<file path="config.mk">
export PLATFORM = sky130hd
export DESIGN_NAME = dmi_req_adapter
export DESIGN_NICKNAME = d
export VERILOG_FILES = /design/src/rtl/dmi_adapter_pkg.sv /design/src/rtl/dmi_req_slot.sv /design/src/rtl/dmi_req_adapter.sv
export SDC_FILE = /design/constraint.sdc
export NUM_CORES = 1
export LEC_CHECK = 0
export ABC_AREA = 0
export BUFFER_PORTS_ARGS = -buffer_cell sky130_fd_sc_hd__buf_2
export CAP_MARGIN = 20
export CELL_PAD_IN_SITES_DETAIL_PLACEMENT = 0
export CELL_PAD_IN_SITES_GLOBAL_PLACEMENT = 1
export CORE_AREA = 5 5 124 126
export DETAILED_ROUTE_END_ITERATION = 7
export DIE_AREA = 0 0 129 131
export PLACE_DENSITY_LB_ADDON = 0.1
export SLEW_MARGIN = 20
export SYNTH_ARGS = -nofsm -noshare
export SYNTH_HDL_FRONTEND = slang
export SYNTH_SLANG_ARGS = --single-unit
</file>
<file path="constraint.sdc">
create_clock -name clk -period 2.4 [get_ports clk]
set_clock_uncertainty 0.1 [all_clocks]
set_input_delay 0.6 -clock clk [delete_from_list [all_inputs] [get_ports clk]]
set_output_delay 0.6 -clock clk [all_outputs]
set_load 0.05 [all_outputs]
</file>
<file path="src/rtl/dmi_adapter_pkg.sv">
// -----------------------------------------------------------------------------
// dmi_adapter_pkg
// Shared types and constants for the DMI request adapter:
//   - state_e   : adapter transaction state (IDLE, REQ, RSP)
//   - dmi_req_t : one DMI request {write, addr, wdata}
//   - ADDR_W / DATA_W / REQ_W : field and total request widths
//   - tmo_cnt_width() : width of the timeout counter for a given limit
// -----------------------------------------------------------------------------
package dmi_adapter_pkg;

    localparam int ADDR_W = 7;
    localparam int DATA_W = 32;
    localparam int REQ_W  = 1 + ADDR_W + DATA_W;

    typedef enum logic [1:0] {
        IDLE = 2'd0,
        REQ  = 2'd1,
        RSP  = 2'd2
    } state_e;

    typedef struct packed {
        logic              write;
        logic [ADDR_W-1:0] addr;
        logic [DATA_W-1:0] wdata;
    } dmi_req_t;

    // Counter must hold values up to cycles; never narrower than one bit.
    function automatic int tmo_cnt_width(input int cycles);
        int w;
        w = $clog2(cycles + 1);
        return (w < 1) ? 1 : w;
    endfunction

endpackage

</file>
<file path="src/rtl/dmi_req_slot.sv">
// -----------------------------------------------------------------------------
// dmi_req_slot
// One-entry holding register for a DMI request. A load in the same cycle as
// an unload replaces the outgoing entry, so the slot stays full with the new
// request. A load into a full slot without an unload is the caller's
// responsibility to avoid (the adapter drops such requests before here).
// Ports:
//   clk, rst  : clock, synchronous active-high reset
//   load      : capture load_req this cycle
//   unload    : entry is consumed this cycle
//   load_req  : request to capture
//   valid     : slot holds a request (registered)
//   req       : held request (registered)
// -----------------------------------------------------------------------------
module dmi_req_slot
    import dmi_adapter_pkg::*;
(
    input  logic     clk,
    input  logic     rst,
    input  logic     load,
    input  logic     unload,
    input  dmi_req_t load_req,
    output logic     valid,
    output dmi_req_t req
);

    logic     valid_r;
    dmi_req_t req_r;

    // Slot occupancy and contents; load has priority so load+unload refills.
    always_ff @(posedge clk) begin
        if (rst) begin
            valid_r <= 1'b0;
            req_r   <= {REQ_W{1'b0}};
        end else if (load) begin
            valid_r <= 1'b1;
            req_r   <= load_req;
        end else if (unload) begin
            valid_r <= 1'b0;
            req_r   <= req_r;
        end else begin
            valid_r <= valid_r;
            req_r   <= req_r;
        end
    end

    assign valid = valid_r;
    assign req   = req_r;

endmodule

</file>
<file path="src/rtl/dmi_req_adapter.sv">
// -----------------------------------------------------------------------------
// dmi_req_adapter
// Core-clock stage behind the JTAG DMI synchronizer. Turns single-cycle
// reg_en strobes into a valid/ready request to the debug module, waits for
// the one response each request produces, and returns read data on a stable
// rd_data register. One request arriving while busy is buffered; further
// ones are dropped and flagged. Every transaction is bounded by a timeout.
// Ports:
//   clk, rst            : core clock, synchronous active-high reset
//   reg_en, reg_wr_en   : request strobe, write qualifier
//   reg_wr_addr/_data   : request address / write data
//   rd_data             : registered read data to the JTAG side
//   dm_req_valid/ready  : request handshake to the debug module
//   dm_req_write/addr/wdata : request payload (stable while valid)
//   dm_rsp_valid/rdata  : one-cycle response from the debug module
//   busy                : transaction active or request pending (registered)
//   sticky_ovf          : a request was dropped (pending slot full)
//   sticky_tmo          : a transaction timed out
//   clr_sticky          : clears both sticky flags (a same-cycle set wins)
// -----------------------------------------------------------------------------
module dmi_req_adapter
    import dmi_adapter_pkg::*;
#(
    parameter int                TIMEOUT_CYCLES = 256,
    parameter logic [DATA_W-1:0] TIMEOUT_RDATA  = 32'hDEAD_BEEF
) (
    input  logic              clk,
    input  logic              rst,
    input  logic              reg_en,
    input  logic              reg_wr_en,
    input  logic [ADDR_W-1:0] reg_wr_addr,
    input  logic [DATA_W-1:0] reg_wr_data,
    output logic [DATA_W-1:0] rd_data,
    output logic              dm_req_valid,
    input  logic              dm_req_ready,
    output logic              dm_req_write,
    output logic [ADDR_W-1:0] dm_req_addr,
    output logic [DATA_W-1:0] dm_req_wdata,
    input  logic              dm_rsp_valid,
    input  logic [DATA_W-1:0] dm_rsp_rdata,
    output logic              busy,
    output logic              sticky_ovf,
    output logic              sticky_tmo,
    input  logic              clr_sticky
);

    localparam int             TMO_W      = tmo_cnt_width(TIMEOUT_CYCLES);
    localparam logic           TMO_EN     = (TIMEOUT_CYCLES > 0);
    // The timeout fires on the edge that ends the last counted cycle, i.e.
    // while the counter still shows TIMEOUT_CYCLES-1.
    localparam int             TMO_LAST_I = (TIMEOUT_CYCLES > 0) ? (TIMEOUT_CYCLES - 1) : 0;
    localparam logic [TMO_W-1:0] TMO_LAST = TMO_LAST_I[TMO_W-1:0];
    localparam int             TMO_ONE_I  = 1;
    localparam logic [TMO_W-1:0] TMO_ONE  = TMO_ONE_I[TMO_W-1:0];

    // Registered state and outputs
    state_e            state_r;
    dmi_req_t          act_r;
    logic [TMO_W-1:0]  tmo_cnt_r;
    logic [DATA_W-1:0] rd_data_r;
    logic              req_valid_r;
    logic              busy_r;
    logic              ovf_r;
    logic              tmo_flag_r;

    // Per-cycle decisions
    dmi_req_t new_req_s;
    dmi_req_t slot_req_s;
    dmi_req_t dispatch_req_s;
    logic     slot_valid_s;
    logic     slot_valid_nx_s;
    logic     slot_load_s;
    logic     slot_unload_s;
    logic     in_txn_s;
    logic     tmo_hit_s;
    logic     rsp_done_s;
    logic     tmo_done_s;
    logic     complete_s;
    logic     accept_s;
    logic     dispatch_s;
    logic     ovf_evt_s;
    logic     illegal_s;
    state_e   state_nx_s;

    dmi_req_slot u_pending_slot (
        .clk      (clk),
        .rst      (rst),
        .load     (slot_load_s),
        .unload   (slot_unload_s),
        .load_req (new_req_s),
        .valid    (slot_valid_s),
        .req      (slot_req_s)
    );

    // Transaction decisions: dispatch, accept, completion, pending slot, overflow.
    always_comb begin
        new_req_s      = '{write: reg_wr_en, addr: reg_wr_addr, wdata: reg_wr_data};
        in_txn_s       = (state_r == REQ) || (state_r == RSP);
        tmo_hit_s      = TMO_EN && in_txn_s && (tmo_cnt_r == TMO_LAST);
        dispatch_req_s = slot_req_s;
        dispatch_s     = 1'b0;
        slot_load_s    = 1'b0;
        slot_unload_s  = 1'b0;
        rsp_done_s     = 1'b0;
        tmo_done_s     = 1'b0;
        accept_s       = 1'b0;
        ovf_evt_s      = 1'b0;
        illegal_s      = 1'b0;

        case (state_r)
            IDLE: begin
                // A request parked by a completion that had no successor is
                // served first; a simultaneous strobe takes its place.
                if (slot_valid_s) begin
                    dispatch_s    = 1'b1;
                    slot_unload_s = 1'b1;
                    slot_load_s   = reg_en;
                end else if (reg_en) begin
                    dispatch_s     = 1'b1;
                    dispatch_req_s = new_req_s;
                end else begin
                    dispatch_s = 1'b0;
                end
            end
            REQ: begin
                if (tmo_hit_s) begin
                    tmo_done_s = 1'b1;
                end else if (dm_req_ready) begin
                    accept_s = 1'b1;
                end else begin
                    accept_s = 1'b0;
                end
            end
            RSP: begin
                // A real response beats a timeout landing in the same cycle.
                if (dm_rsp_valid) begin
                    rsp_done_s = 1'b1;
                end else if (tmo_hit_s) begin
                    tmo_done_s = 1'b1;
                end else begin
                    rsp_done_s = 1'b0;
                end
            end
            default: begin
                illegal_s = 1'b1;
            end
        endcase

        complete_s = rsp_done_s | tmo_done_s;

        if (in_txn_s) begin
            // Completion drains the slot into the active register; a strobe
            // in the same cycle can then refill it without being dropped.
            slot_unload_s  = complete_s & slot_valid_s;
            dispatch_s     = slot_unload_s;
            dispatch_req_s = slot_req_s;
            slot_load_s    = reg_en & (~slot_valid_s | slot_unload_s);
            ovf_evt_s      = reg_en & slot_valid_s & ~slot_unload_s;
        end else begin
            ovf_evt_s = 1'b0;
        end

        if (dispatch_s) begin
            state_nx_s = REQ;
        end else if (complete_s) begin
            state_nx_s = IDLE;
        end else if (accept_s) begin
            state_nx_s = RSP;
        end else if (illegal_s) begin
            state_nx_s = IDLE;
        end else begin
            state_nx_s = state_r;
        end

        slot_valid_nx_s = slot_load_s | (slot_valid_s & ~slot_unload_s);
    end

    // Adapter FSM with its registered outputs, timeout counter and sticky flags.
    always_ff @(posedge clk) begin
        if (rst) begin
            state_r     <= IDLE;
            act_r       <= {REQ_W{1'b0}};
            tmo_cnt_r   <= {TMO_W{1'b0}};
            rd_data_r   <= {DATA_W{1'b0}};
            req_valid_r <= 1'b0;
            busy_r      <= 1'b0;
            ovf_r       <= 1'b0;
            tmo_flag_r  <= 1'b0;
        end else begin
            state_r     <= state_nx_s;
            req_valid_r <= (state_nx_s == REQ);
            busy_r      <= (state_nx_s != IDLE) | slot_valid_nx_s;

            if (dispatch_s) begin
                act_r <= dispatch_req_s;
            end else begin
                act_r <= act_r;
            end

            if (dispatch_s || complete_s) begin
                tmo_cnt_r <= {TMO_W{1'b0}};
            end else if (in_txn_s) begin
                tmo_cnt_r <= tmo_cnt_r + TMO_ONE;
            end else begin
                tmo_cnt_r <= tmo_cnt_r;
            end

            // Only read completions touch rd_data; writes leave it as is.
            if (rsp_done_s && !act_r.write) begin
                rd_data_r <= dm_rsp_rdata;
            end else if (tmo_done_s && !act_r.write) begin
                rd_data_r <= TIMEOUT_RDATA;
            end else begin
                rd_data_r <= rd_data_r;
            end

            ovf_r      <= ovf_evt_s  | (ovf_r      & ~clr_sticky);
            tmo_flag_r <= tmo_done_s | (tmo_flag_r & ~clr_sticky);
        end
    end

    assign rd_data      = rd_data_r;
    assign dm_req_valid = req_valid_r;
    assign dm_req_write = act_r.write;
    assign dm_req_addr  = act_r.addr;
    assign dm_req_wdata = act_r.wdata;
    assign busy         = busy_r;
    assign sticky_ovf   = ovf_r;
    assign sticky_tmo   = tmo_flag_r;

endmodule

</file>
==> run summary <==
Primary FF master, synth: dfxtp_1
pin count of the biggest net entering global routing: 87
CTS tree: yes
DP HPWL: 9590 µm
global route total overflow: 0
Post-synth EDFFs: 0
Area Growth Syn to Fin: 26.9%
post-route cell area: 7000 µm²
DRC Markers: 0
antenna violations before repair: 3
Final period util: 0.921
Via density: 5.15
setup TNS: 0 ns
synthesized flop and latch total: 128
number of global-route vias before repair: 4494
post-route antenna net violation count: 0
worst-margin pin slew: 0.844 ns
R2R Path End: dm_req_wdata[4]$_SDFFE_PP0P_
gr usage total: 0.172
routability congestion estimate from global placement: 0.800
Die Y-Extent: 131 µm
Post-Syn Area: 5520 µm²
post-layout min period: 2.21 ns
DIE AREA: 16900 µm²
FF-to-FF setup slack: 0.19 ns
P_leak: 2.90 nW
Achievable Freq: 0.452 GHz
via count: 4485
Slew headroom: 0.438
status: complete, no violations
sequential cell area fraction in the yosys report: 0.465
YS warnings: 0
layout cells sized above 1: 0.355
Ports: 154
first-pass GRT wire length: 22800 µm
DR iter-0 viols: 232
placed cell area: 6400 µm²
clk root buf: clkbuf_16
RR Startpoint: tmo_cnt_r[0]$_SDFFE_PP0N_
Critical Path Sink Type: flip-flop
initial core utilization: 0.388
min-delay src: dm_rsp_rdata[22]
Final setup viols: 0
syn nets: 614
Mapped Cells: 530
Worst Path Max Fanout: 39
DP Worst Slack: 0.185 ns
RSZ-0062 raised after global routing: no
Synth cell types: 42
top-area cell type share of the netlist area: 0.465
CP Launch Point: tmo_cnt_r[0]$_SDFFE_PP0N_
hold-fix buffers at CTS: 0
hold crit path type: in -> reg
main area contributors after synthesis: dfxtp_1 (46%), mux2i_1 (15%), a211oi_2 (9.1%), nand2_1 (5.9%), o221a_1 (4.9%)
Routed WL: 14700 µm
Syn Area/Cell: 10.4 µm²
final net count: 755
Reg clk slew, reported paths: 0.05 ns
Worst setup SP type: flip-flop
core area: 14200 µm²
Finished Core Util: 0.493
Slew Viols, Final: 0
Yosys top cell by area: dfxtp_1
capture point of the worst path: dm_req_wdata[4]$_SDFFE_PP0P_
Rows: 44
Port Buffers: 153
Arr. time, crit path: 2.43 ns
Final Hold Fails: 0
FF-to-FF path depth: 9
post-DR wirelength/cell: 16.8 µm
pwr/cell area: 1050 nW/µm²
Die W: 129 µm
max_cap viols: 0
WP data required: 2.62 ns
clock buffer depth: 2
async set-reset flop share out of synthesis: 0
H-tree levels: 4
CTS Buf Count: 17
CTS sink cnt: 128
WS Path Type: reg -> reg
Pre-Repair DR Iteration Count: 5
Clk Latency, worst-skew pair: 0.40 ns
Setup WS post-layout: 0.189 ns
worst IR drop on VDD: 0.470 mV
placed cells by master (no fill, tap or decap), drive strengths merged, types with 8 or more instances in the layout:
cell / count
a211oi: 41
mux2i: 81
dfxtp: 128
buf: 166
nor2: 24
a22oi: 8
nor3: 41
o221a: 24
nand2: 86
clkbuf: 27
cell families after synthesis:
group                    after synthesis  share of synthesized area
AND/OR/NAND/NOR                      169                      0.141
flip-flops                           128                      0.465
AO/OA/AOI/OAI                         91                      0.174
multiplexers                          81                      0.147
buffers and inverters                 50                     0.0526
adder cells (fa/ha/maj)                6                     0.0136
XOR/XNOR                               5                    0.00794
cell type report:
class,instances,area [µm²]
Clock buffer,26,489
Timing Repair Buffer,167,942
Multi-Input combinational cell,352,2670
Clock inverter,6,80.1
Sequential cell,128,2560
Fill cell,1330,7200
Antenna cell,3,7.51
Inverter,5,20.0
Tap cell,184,230
state kept, by name, summed over array words and instances, names as in the netlist:
signal                count
tmo_cnt_r                 9
u_pending_slot.req       40
dm_req_valid              1
dm_req_wdata             32
state_r                   2
dm_req_addr               7
sticky_ovf                1
dm_req_write              1
rd_data                  32
u_pending_slot.valid      1
busy                      1
sticky_tmo                1
cells in the mapped netlist (2+ instances only):
library cell / instances
nand2_1: 86
clkbuf_1: 23
dfxtp_1: 128
or2_1: 2
nor3b_4: 2
mux2i_1: 81
buf_2: 10
a211oi_2: 40
a22oi_1: 8
ha_1: 6
a21oi_1: 6
o21ai_0: 2
nor2_1: 22
or3_1: 3
nor2_2: 2
o221a_1: 24
inv_1: 4
buf_6: 12
xor2_1: 4
nand4_1: 3
nor3_1: 41
critical path, cell delays in order (launching register included):
cell	delay [ns]
dfxtp_1	0.32
ha_1	0.22
nand3_1	0.09
nor2_1	0.04
ha_1	0.21
a21oi_1	0.26
nor3b_4	0.10
or2_2	0.33
buf_12	0.22
a211oi_2	0.20
routing by layer:
metal / wire, µm / up-vias / share of wire / track usage
met3: 690 / 18 / 0.047 / 0.0496
met4: 244 / 0 / 0.017 / 0.0766
met5: 0 / - / 0 / 0
met2: 7300 / 106 / 0.50 / 0.284
met1: 6420 / 2170 / 0.44 / 0.210
li1: - / 2191 / - / -
where the power goes:
part | switching, mW | internal [mW]
registers | 0.158 | 2.41
logic | 1.54 | 0.767
clock network | 0.865 | 1.60
total | 2.57 | 4.78
per-stage QoR:
step | hold slack, ns | total power [mW] | cells
3_3_place_gp | 0.341 | 4.87 | 835
5_1_grt | 0.339 | 7.71 | 871
3_5_place_dp | 0.349 | 4.92 | 835
4_1_cts | 0.322 | 7.41 | 867
6_report | 0.345 | 7.35 | 871
2_1_floorplan | 0.334 | 4.41 | 530
timing repair:
| item | 4_1_cts | 5_1_grt |
|---|---|---|
| setup endpoints to repair | 0 | 32 |
| resized for setup | 0 | 1 |
| buffers inserted | 0 | 0 |
worst min path at each step:
stage | to | cells past startpoint
2_1_floorplan | u_pending_slot.req[0]$_SDFFE_PP0P_ | 2
3_3_place_gp | u_pending_slot.req[35]$_SDFFE_PP0P_ | 2
3_5_place_dp | u_pending_slot.req[16]$_SDFFE_PP0P_ | 2
4_1_cts | rd_data[17]$_SDFFE_PP0P_ | 3
5_1_grt | rd_data[14]$_SDFFE_PP0P_ | 3
6_report | rd_data[22]$_SDFFE_PP0P_ | 3
Power figures use the tool's default switching activity.
